<file path="config.mk">
export PLATFORM = sky130hd
export DESIGN_NAME = if_id_fetch_ctrl_flat
export DESIGN_NICKNAME = d
export VERILOG_FILES = /design/src/rtl/if_id_fetch_ctrl_if.sv /design/src/rtl/if_id_fetch_ctrl.sv /design/src/flat_wrapper.sv
export SDC_FILE = /design/constraint.sdc
export NUM_CORES = 1
export LEC_CHECK = 0
export CORE_MARGIN = 2
export CORE_UTILIZATION = 40
export CTS_CLUSTER_DIAMETER = 200
export CTS_CLUSTER_SIZE = 25
export DETAILED_ROUTE_END_ITERATION = 8
export PLACE_DENSITY = 0.77
export SYNTH_ARGS = -nofsm -noshare
export SYNTH_HDL_FRONTEND = slang
export SYNTH_SLANG_ARGS = --single-unit
</file>
<file path="constraint.sdc">
create_clock -name clk -period 1.9 [get_ports clk]
set_input_delay 0.38 -clock clk [delete_from_list [all_inputs] [get_ports clk]]
set_output_delay 0.38 -clock clk [all_outputs]
set_load 0.005 [all_outputs]
</file>
<file path="src/rtl/if_id_fetch_ctrl_if.sv">
// if_id_fetch_ctrl_if: hazard-control, redirect, imem and IF/ID signals between the hazard unit/memory side (master) and the fetch controller (slave)
//   master drives: PCWrite, IF_ID_Hold, IF_ID_Flush, PCSrc, branch/jump/jr targets, imem_instr
//   slave drives : pc, IF_ID_Instr, IF_ID_PCPlus4, IF_ID_Valid, stall_timeout
//                  stall_cycles, flush_count (only when IF_PERF_CNT_EN is defined)
interface if_id_fetch_ctrl_if;
  logic        PCWrite;
  logic        IF_ID_Hold;
  logic        IF_ID_Flush;
  logic [1:0]  PCSrc;
  logic [31:0] branch_target;
  logic [31:0] jump_target;
  logic [31:0] jr_target;
  logic [31:0] imem_instr;
  logic [31:0] pc;
  logic [31:0] IF_ID_Instr;
  logic [31:0] IF_ID_PCPlus4;
  logic        IF_ID_Valid;
  logic        stall_timeout;
`ifdef IF_PERF_CNT_EN
  logic [31:0] stall_cycles;
  logic [31:0] flush_count;
`endif
  modport master (
    output PCWrite, IF_ID_Hold, IF_ID_Flush, PCSrc, branch_target, jump_target, jr_target, imem_instr,
`ifdef IF_PERF_CNT_EN
    input  stall_cycles, flush_count,
`endif
    input  pc, IF_ID_Instr, IF_ID_PCPlus4, IF_ID_Valid, stall_timeout
  );
  modport slave (
    input  PCWrite, IF_ID_Hold, IF_ID_Flush, PCSrc, branch_target, jump_target, jr_target, imem_instr,
`ifdef IF_PERF_CNT_EN
    output stall_cycles, flush_count,
`endif
    output pc, IF_ID_Instr, IF_ID_PCPlus4, IF_ID_Valid, stall_timeout
  );
endinterface

</file>
<file path="src/rtl/if_id_fetch_ctrl.sv">
// if_id_fetch_ctrl: program counter, IF/ID register and stall watchdog driven by hazard-unit controls
//   clk   : rising-edge clock
//   rst_n : asynchronous active-low reset
//   bus   : if_id_fetch_ctrl_if.slave (hazard controls, redirect targets, imem data in; pc and IF/ID out)
//   RESET_PC    : pc after reset
//   STALL_LIMIT : consecutive hold cycles that raise the sticky stall_timeout (1..255)
//   IF_PERF_CNT_EN : when defined, adds saturating stall_cycles and flush_count counters
module if_id_fetch_ctrl #(
  parameter logic [31:0] RESET_PC    = 32'h0000_0000,
  parameter int unsigned STALL_LIMIT = 8
) (
  input logic              clk,
  input logic              rst_n,
  if_id_fetch_ctrl_if.slave bus
);
  typedef enum logic [1:0] {RUN, STALL, TIMEOUT} state_t;
  localparam logic [7:0] LIM    = 8'(STALL_LIMIT);
  localparam logic [7:0] LIM_M1 = 8'(STALL_LIMIT - 1);
  logic [31:0] r_pc, r_instr, r_pc_plus4;
  logic        r_valid, r_timeout, w_timeout_nxt;
  logic [31:0] w_pc_plus4, w_target, w_next_pc;
  state_t      r_state, w_state_nxt;
  logic [7:0]  r_cnt, w_cnt_nxt;
  assign w_pc_plus4 = r_pc + 32'd4;
  assign w_target   = bus.PCSrc == 2'b00 ? w_pc_plus4 :
                      bus.PCSrc == 2'b01 ? bus.branch_target :
                      bus.PCSrc == 2'b10 ? bus.jump_target : bus.jr_target;
  // word-align every redirect; low target bits are simply dropped
  assign w_next_pc  = w_target & ~32'd3;
  always_ff @(posedge clk or negedge rst_n) begin
    if (!rst_n) begin
      r_pc       <= RESET_PC;
      r_instr    <= '0;
      r_pc_plus4 <= '0;
      r_valid    <= 1'b0;
    end else begin
      if (bus.PCWrite) r_pc <= w_next_pc;
      // hold wins over flush so a stalled instruction is never lost
      if (!bus.IF_ID_Hold) begin
        r_instr    <= bus.IF_ID_Flush ? 32'h0000_0000 : bus.imem_instr;
        r_pc_plus4 <= bus.IF_ID_Flush ? 32'h0000_0000 : w_pc_plus4;
        r_valid    <= !bus.IF_ID_Flush;
      end
    end
  end
  always_ff @(posedge clk or negedge rst_n) begin
    if (!rst_n) begin
      r_state   <= RUN;
      r_cnt     <= '0;
      r_timeout <= 1'b0;
    end else begin
      r_state   <= w_state_nxt;
      r_cnt     <= w_cnt_nxt;
      r_timeout <= w_timeout_nxt;
    end
  end
  // r_cnt counts consecutive hold cycles; reaching LIM enters TIMEOUT and sets the sticky flag
  always_comb begin
    w_state_nxt   = r_state;
    w_cnt_nxt     = r_cnt;
    w_timeout_nxt = r_timeout;
    case (r_state)
      RUN: if (bus.IF_ID_Hold) begin
        w_cnt_nxt = 8'd1;
        if (LIM == 8'd1) begin
          w_state_nxt   = TIMEOUT;
          w_timeout_nxt = 1'b1;
        end else w_state_nxt = STALL;
      end
      STALL: if (bus.IF_ID_Hold) begin
        w_cnt_nxt = r_cnt + 8'd1;
        if (r_cnt == LIM_M1) begin
          w_state_nxt   = TIMEOUT;
          w_timeout_nxt = 1'b1;
        end
      end else begin
        w_state_nxt = RUN;
        w_cnt_nxt   = '0;
      end
      TIMEOUT: if (!bus.IF_ID_Hold) begin
        w_state_nxt = RUN;
        w_cnt_nxt   = '0;
      end else w_cnt_nxt = LIM;
      default: begin
        w_state_nxt = RUN;
        w_cnt_nxt   = '0;
      end
    endcase
  end
  assign bus.pc            = r_pc;
  assign bus.IF_ID_Instr   = r_instr;
  assign bus.IF_ID_PCPlus4 = r_pc_plus4;
  assign bus.IF_ID_Valid   = r_valid;
  assign bus.stall_timeout = r_timeout;
`ifdef IF_PERF_CNT_EN
  logic [31:0] r_stall_cycles, r_flush_count;
  always_ff @(posedge clk or negedge rst_n) begin
    if (!rst_n) begin
      r_stall_cycles <= '0;
      r_flush_count  <= '0;
    end else begin
      if (bus.IF_ID_Hold && r_stall_cycles != '1) r_stall_cycles <= r_stall_cycles + 32'd1;
      if (bus.IF_ID_Flush && !bus.IF_ID_Hold && r_flush_count != '1) r_flush_count <= r_flush_count + 32'd1;
    end
  end
  assign bus.stall_cycles = r_stall_cycles;
  assign bus.flush_count  = r_flush_count;
`endif
endmodule

</file>
<file path="src/flat_wrapper.sv">
// flat-port wrapper written by rule: the top's interface ports become plain ports
module if_id_fetch_ctrl_flat 
#(
  parameter logic [31:0] RESET_PC    = 32'h0000_0000,
  parameter int unsigned STALL_LIMIT = 8
)
  (clk, rst_n, bus_PCWrite, bus_IF_ID_Hold, bus_IF_ID_Flush, bus_PCSrc, bus_branch_target, bus_jump_target, bus_jr_target, bus_imem_instr, bus_pc, bus_IF_ID_Instr, bus_IF_ID_PCPlus4, bus_IF_ID_Valid, bus_stall_timeout);
  if_id_fetch_ctrl_if bus_i ();
  input logic clk;
  input logic rst_n;
  input wire logic [$bits(bus_i.PCWrite)-1:0] bus_PCWrite;
  input wire logic [$bits(bus_i.IF_ID_Hold)-1:0] bus_IF_ID_Hold;
  input wire logic [$bits(bus_i.IF_ID_Flush)-1:0] bus_IF_ID_Flush;
  input wire logic [$bits(bus_i.PCSrc)-1:0] bus_PCSrc;
  input wire logic [$bits(bus_i.branch_target)-1:0] bus_branch_target;
  input wire logic [$bits(bus_i.jump_target)-1:0] bus_jump_target;
  input wire logic [$bits(bus_i.jr_target)-1:0] bus_jr_target;
  input wire logic [$bits(bus_i.imem_instr)-1:0] bus_imem_instr;
  output wire logic [$bits(bus_i.pc)-1:0] bus_pc;
  output wire logic [$bits(bus_i.IF_ID_Instr)-1:0] bus_IF_ID_Instr;
  output wire logic [$bits(bus_i.IF_ID_PCPlus4)-1:0] bus_IF_ID_PCPlus4;
  output wire logic [$bits(bus_i.IF_ID_Valid)-1:0] bus_IF_ID_Valid;
  output wire logic [$bits(bus_i.stall_timeout)-1:0] bus_stall_timeout;
  assign bus_i.PCWrite = bus_PCWrite;
  assign bus_i.IF_ID_Hold = bus_IF_ID_Hold;
  assign bus_i.IF_ID_Flush = bus_IF_ID_Flush;
  assign bus_i.PCSrc = bus_PCSrc;
  assign bus_i.branch_target = bus_branch_target;
  assign bus_i.jump_target = bus_jump_target;
  assign bus_i.jr_target = bus_jr_target;
  assign bus_i.imem_instr = bus_imem_instr;
  assign bus_pc = bus_i.pc;
  assign bus_IF_ID_Instr = bus_i.IF_ID_Instr;
  assign bus_IF_ID_PCPlus4 = bus_i.IF_ID_PCPlus4;
  assign bus_IF_ID_Valid = bus_i.IF_ID_Valid;
  assign bus_stall_timeout = bus_i.stall_timeout;
  if_id_fetch_ctrl #(.RESET_PC(RESET_PC), .STALL_LIMIT(STALL_LIMIT)) u_core (.clk(clk), .rst_n(rst_n), .bus(bus_i));
endmodule
</file>
==> results of run 1 <==
[path summary, 6_finish.rpt]
| path | start | end | slack, ns | cells after the start |
|---|---|---|---|---|
| setup reg to reg | u_core.bus.pc[9] | u_core.bus.pc[18] | 0.07 | 6 |
| hold reg to reg | u_core.bus.stall_timeout | u_core.bus.stall_timeout | 0.47 | 1 |
| hold / removal | rst_n | u_core.r_cnt[6] | -0.005 | 1 |
| max in group asynchronous | rst_n | u_core.bus.pc[21] | 1.29 | 2 |
| min in group clk | bus_IF_ID_Hold | u_core.bus.IF_ID_PCPlus4[27] | 0.39 | 2 |
| setup / recovery | u_core.bus.pc[19] | bus_pc[19] | 0.05 | 2 |
[cell usage after synthesis (11+ instances only)]
library cell    n  area share, %
a221o_1        11            1.9
o21ai_0        15            1.3
dfrtp_1       104             44
clkbuf_1       33            2.1
a22o_1         48            7.1
nor3_1         30            2.5
nor2_1         17            1.1
inv_1          12           0.76
buf_2          13            1.1
nand3_1        16            1.4
xnor2_1        12            1.8
mux2i_1        31            5.2
a211oi_1       20            2.5
nand4_1        14            1.5
and3_1         11            1.2
a2bb2oi_1      16            2.4
nand2_1        35            2.2
[state kept, by name (all words and copies together), names as in the netlist]
name                      cells
u_core.bus.stall_timeout      1
u_core.bus.IF_ID_PCPlus4     30
u_core.bus.pc                30
u_core.r_cnt                  8
u_core.bus.IF_ID_Valid        1
u_core.r_state                2
u_core.bus.IF_ID_Instr       32
[worst max-delay path: cells and delay by family, from the launching register on]
family	cells	cell delay, ns
DFF	1	0.39
buffers and inverters	2	0.74
[timing repair]
action | 4_1_cts | 5_1_grt
cloned | 0 | 0
resized for setup | 2 | 3
setup buffers | 0 | 3
endpoints found under the setup margin | 2 | 7
pin swaps | 0 | 0
[layer usage]
| layer | track usage [%] | wire [µm] | vias up |
|---|---|---|---|
| met4 | 9.085 | 504 | 0 |
| met2 | 40.32 | 9311 | 286 |
| met3 | 4.835 | 1500 | 34 |
| met1 | 32.21 | 8057 | 2891 |
| li1 | - | - | 2711 |
| met5 | 0 | 0 | - |
[kinds of logic after synthesis]
logic type | count (synthesis) | synth area share, %
compound gates | 168 | 22.57
mux | 45 | 8.870
fa+ha+maj | 2 | 0.4233
buf+inv | 73 | 5.165
xor+xnor | 18 | 2.667
flops | 104 | 44.03
simple gates | 173 | 16.22
other cells | 1 | 0.06344
[power by group through the flow]
| stage | Sequential (mW) | Combinational (mW) | Clock (mW) |
|---|---|---|---|
| after floorplan | 2.73 | 0.779 | 0 |
| after global placement | 2.75 | 1.94 | 0 |
| after detailed placement | 2.76 | 1.98 | 0 |
| after CTS | 2.73 | 1.99 | 1.78 |
| after global routing | 2.77 | 2.15 | 1.86 |
| final | 2.73 | 2.00 | 1.75 |
[through the flow]
step / utilization, % / hold slack (ns) / worst slack (ns) / TNS, ns
after floorplan: - / 0.08441 / -0.07856 / -0.07856
after global placement: 59.89 / 0.3846 / -0.1007 / -1.867
after detailed placement: 59.89 / 0.3877 / -0.1454 / -3.299
after CTS: 61.83 / 0.01017 / 0.02706 / 0
after global routing: 62.02 / 0.03091 / -0.0003335 / -0.0003335
final: 62.02 / -0.004632 / 0.04674 / 0
[area by class of cell]
class / instances / area [µm²]
tap: 184 / 230.2
inverter: 13 / 48.80
fill: 1157 / 5499
multi-input combinational: 410 / 3042
timing repair buffer: 286 / 2775
clock buffer: 10 / 229.0
sequential: 104 / 2609
clock inverter: 6 / 46.29
==> flow_summary.ini, run 1 <==
[status]
status = finished with violations
violations = hold timing

[drt]
drc_errors = 0
viasPerCell = 5.846
first_pass_iters = 5
drt-initial-drc-count = 529
postRouteAntennaNets = 0
wirelength_mm = 19.37
route.detailed.wl_per_inst_um = 19.13
vias = 5922

[sta]
final-hold-violation-count = 6
rsz0062_at_grt = yes
fin_worst_skew_ns = 0.007890
period_share_pct = 97.54
slew_violations = 0
fin_crit_ns = 1.853
whs_ns = -0.004632
setup_violations = 0
fmax_mhz = 539.6
worst_pin_slew_ns = 0.7659
relSlewSlack_pct = 48.82

[critical_path]
crit_required_ns = 1.52
crit_type = flop to output port
slowest_delay_ns = 0.57
cp-start-kind = flop
worstPathArrival_ns = 1.47
path_cells = buf_4 -> clkdlybuf4s50_1
critPathSlowestCell = clkdlybuf4s50_1
critical_path.max_fanout = 7
endpoint_kind = output port

[place]
port_buffers = 222
gp_congestion = 0.8724
post-dp-hpwl_mm = 14.56
dp.cells = 994
placedInstanceArea_mm2 = 0.008671

[finish]
diodes = 0
num-nets-final = 961
fin_area_mm2 = 0.008980
layout.cells.non_filler = 1013
final_cell_mix = clkdlybuf4s50_1, dfrtp_1, buf_4
syn_to_final_growth_pct = 51.93
layout-drive-gt1-share_pct = 14.11
final_common_cell = clkdlybuf4s50_1

[clocking]
cts_tree = yes
cts_buffers = 9
cts.sinks = 104
clk_latency_ns = 0.35
htreeDepth = 3
clk_pin_slew_ns = 0.07
cts_buffer_depth = 2
cts_hold_buffers = 0
cts_root_buf = clkbuf_16

[global_route]
grt_pass1_vias = 5923
track_usage_pct = 24.52
grt_max_degree = 80
gr-total-overflow = 0
grt_pass1_wl_mm = 31.03
antenna_found_initial = 0

[pwr]
power.density_mw_per_mm2 = 720.9
leakagePower_nw = 3.744
swShare_pct = 29.73
ir_drop_mv = 0.4291
finalPower_mw = 6.473
clockPowerShare_pct = 27.0
power_frac_comb_pct = 30.8
p_seq_share_pct = 42.1
p_switching_mw = 1.924
p_int_mw = 4.549

[yosys]
avgSynthCellArea_um2 = 10.12
synth_cell_types = 56
synthCells = 584
synthArstFlopShare_pct = 100.0
synth_seq_area_share_pct = 44.03
synth_top_flop_cell = dfrtp_1
synth_edf_count = 0
ys_seq_elements = 104
yosys_warnings = 0
synth_area_mm2 = 0.005911

[floorplanning]
dieWidth_um = 125.6
dieArea_mm2 = 0.01577
die_height_um = 125.6
std_cell_rows = 44
core_mm2 = 0.01448
io_pins = 233
initial_core_util_pct = 40.82

[hold_path]
hold_class = input port to async pin

[flow_run]
maxCapViolCount = 0
Note: power is estimated with default switching activity, not from simulation.
==> run 2: changes to the inputs <==
Settings changed: CTS_CLUSTER_DIAMETER 200 to unset.
==> results of run 2 <==
The final DEF is identical to that of run 1; final timing and power are the same.
==> run 3: changes to the inputs <==
Settings changed: CAP_MARGIN set to 20, SLEW_MARGIN set to 10.
==> results of run 3 <==
The final DEF is identical to that of run 1; final timing and power are the same.
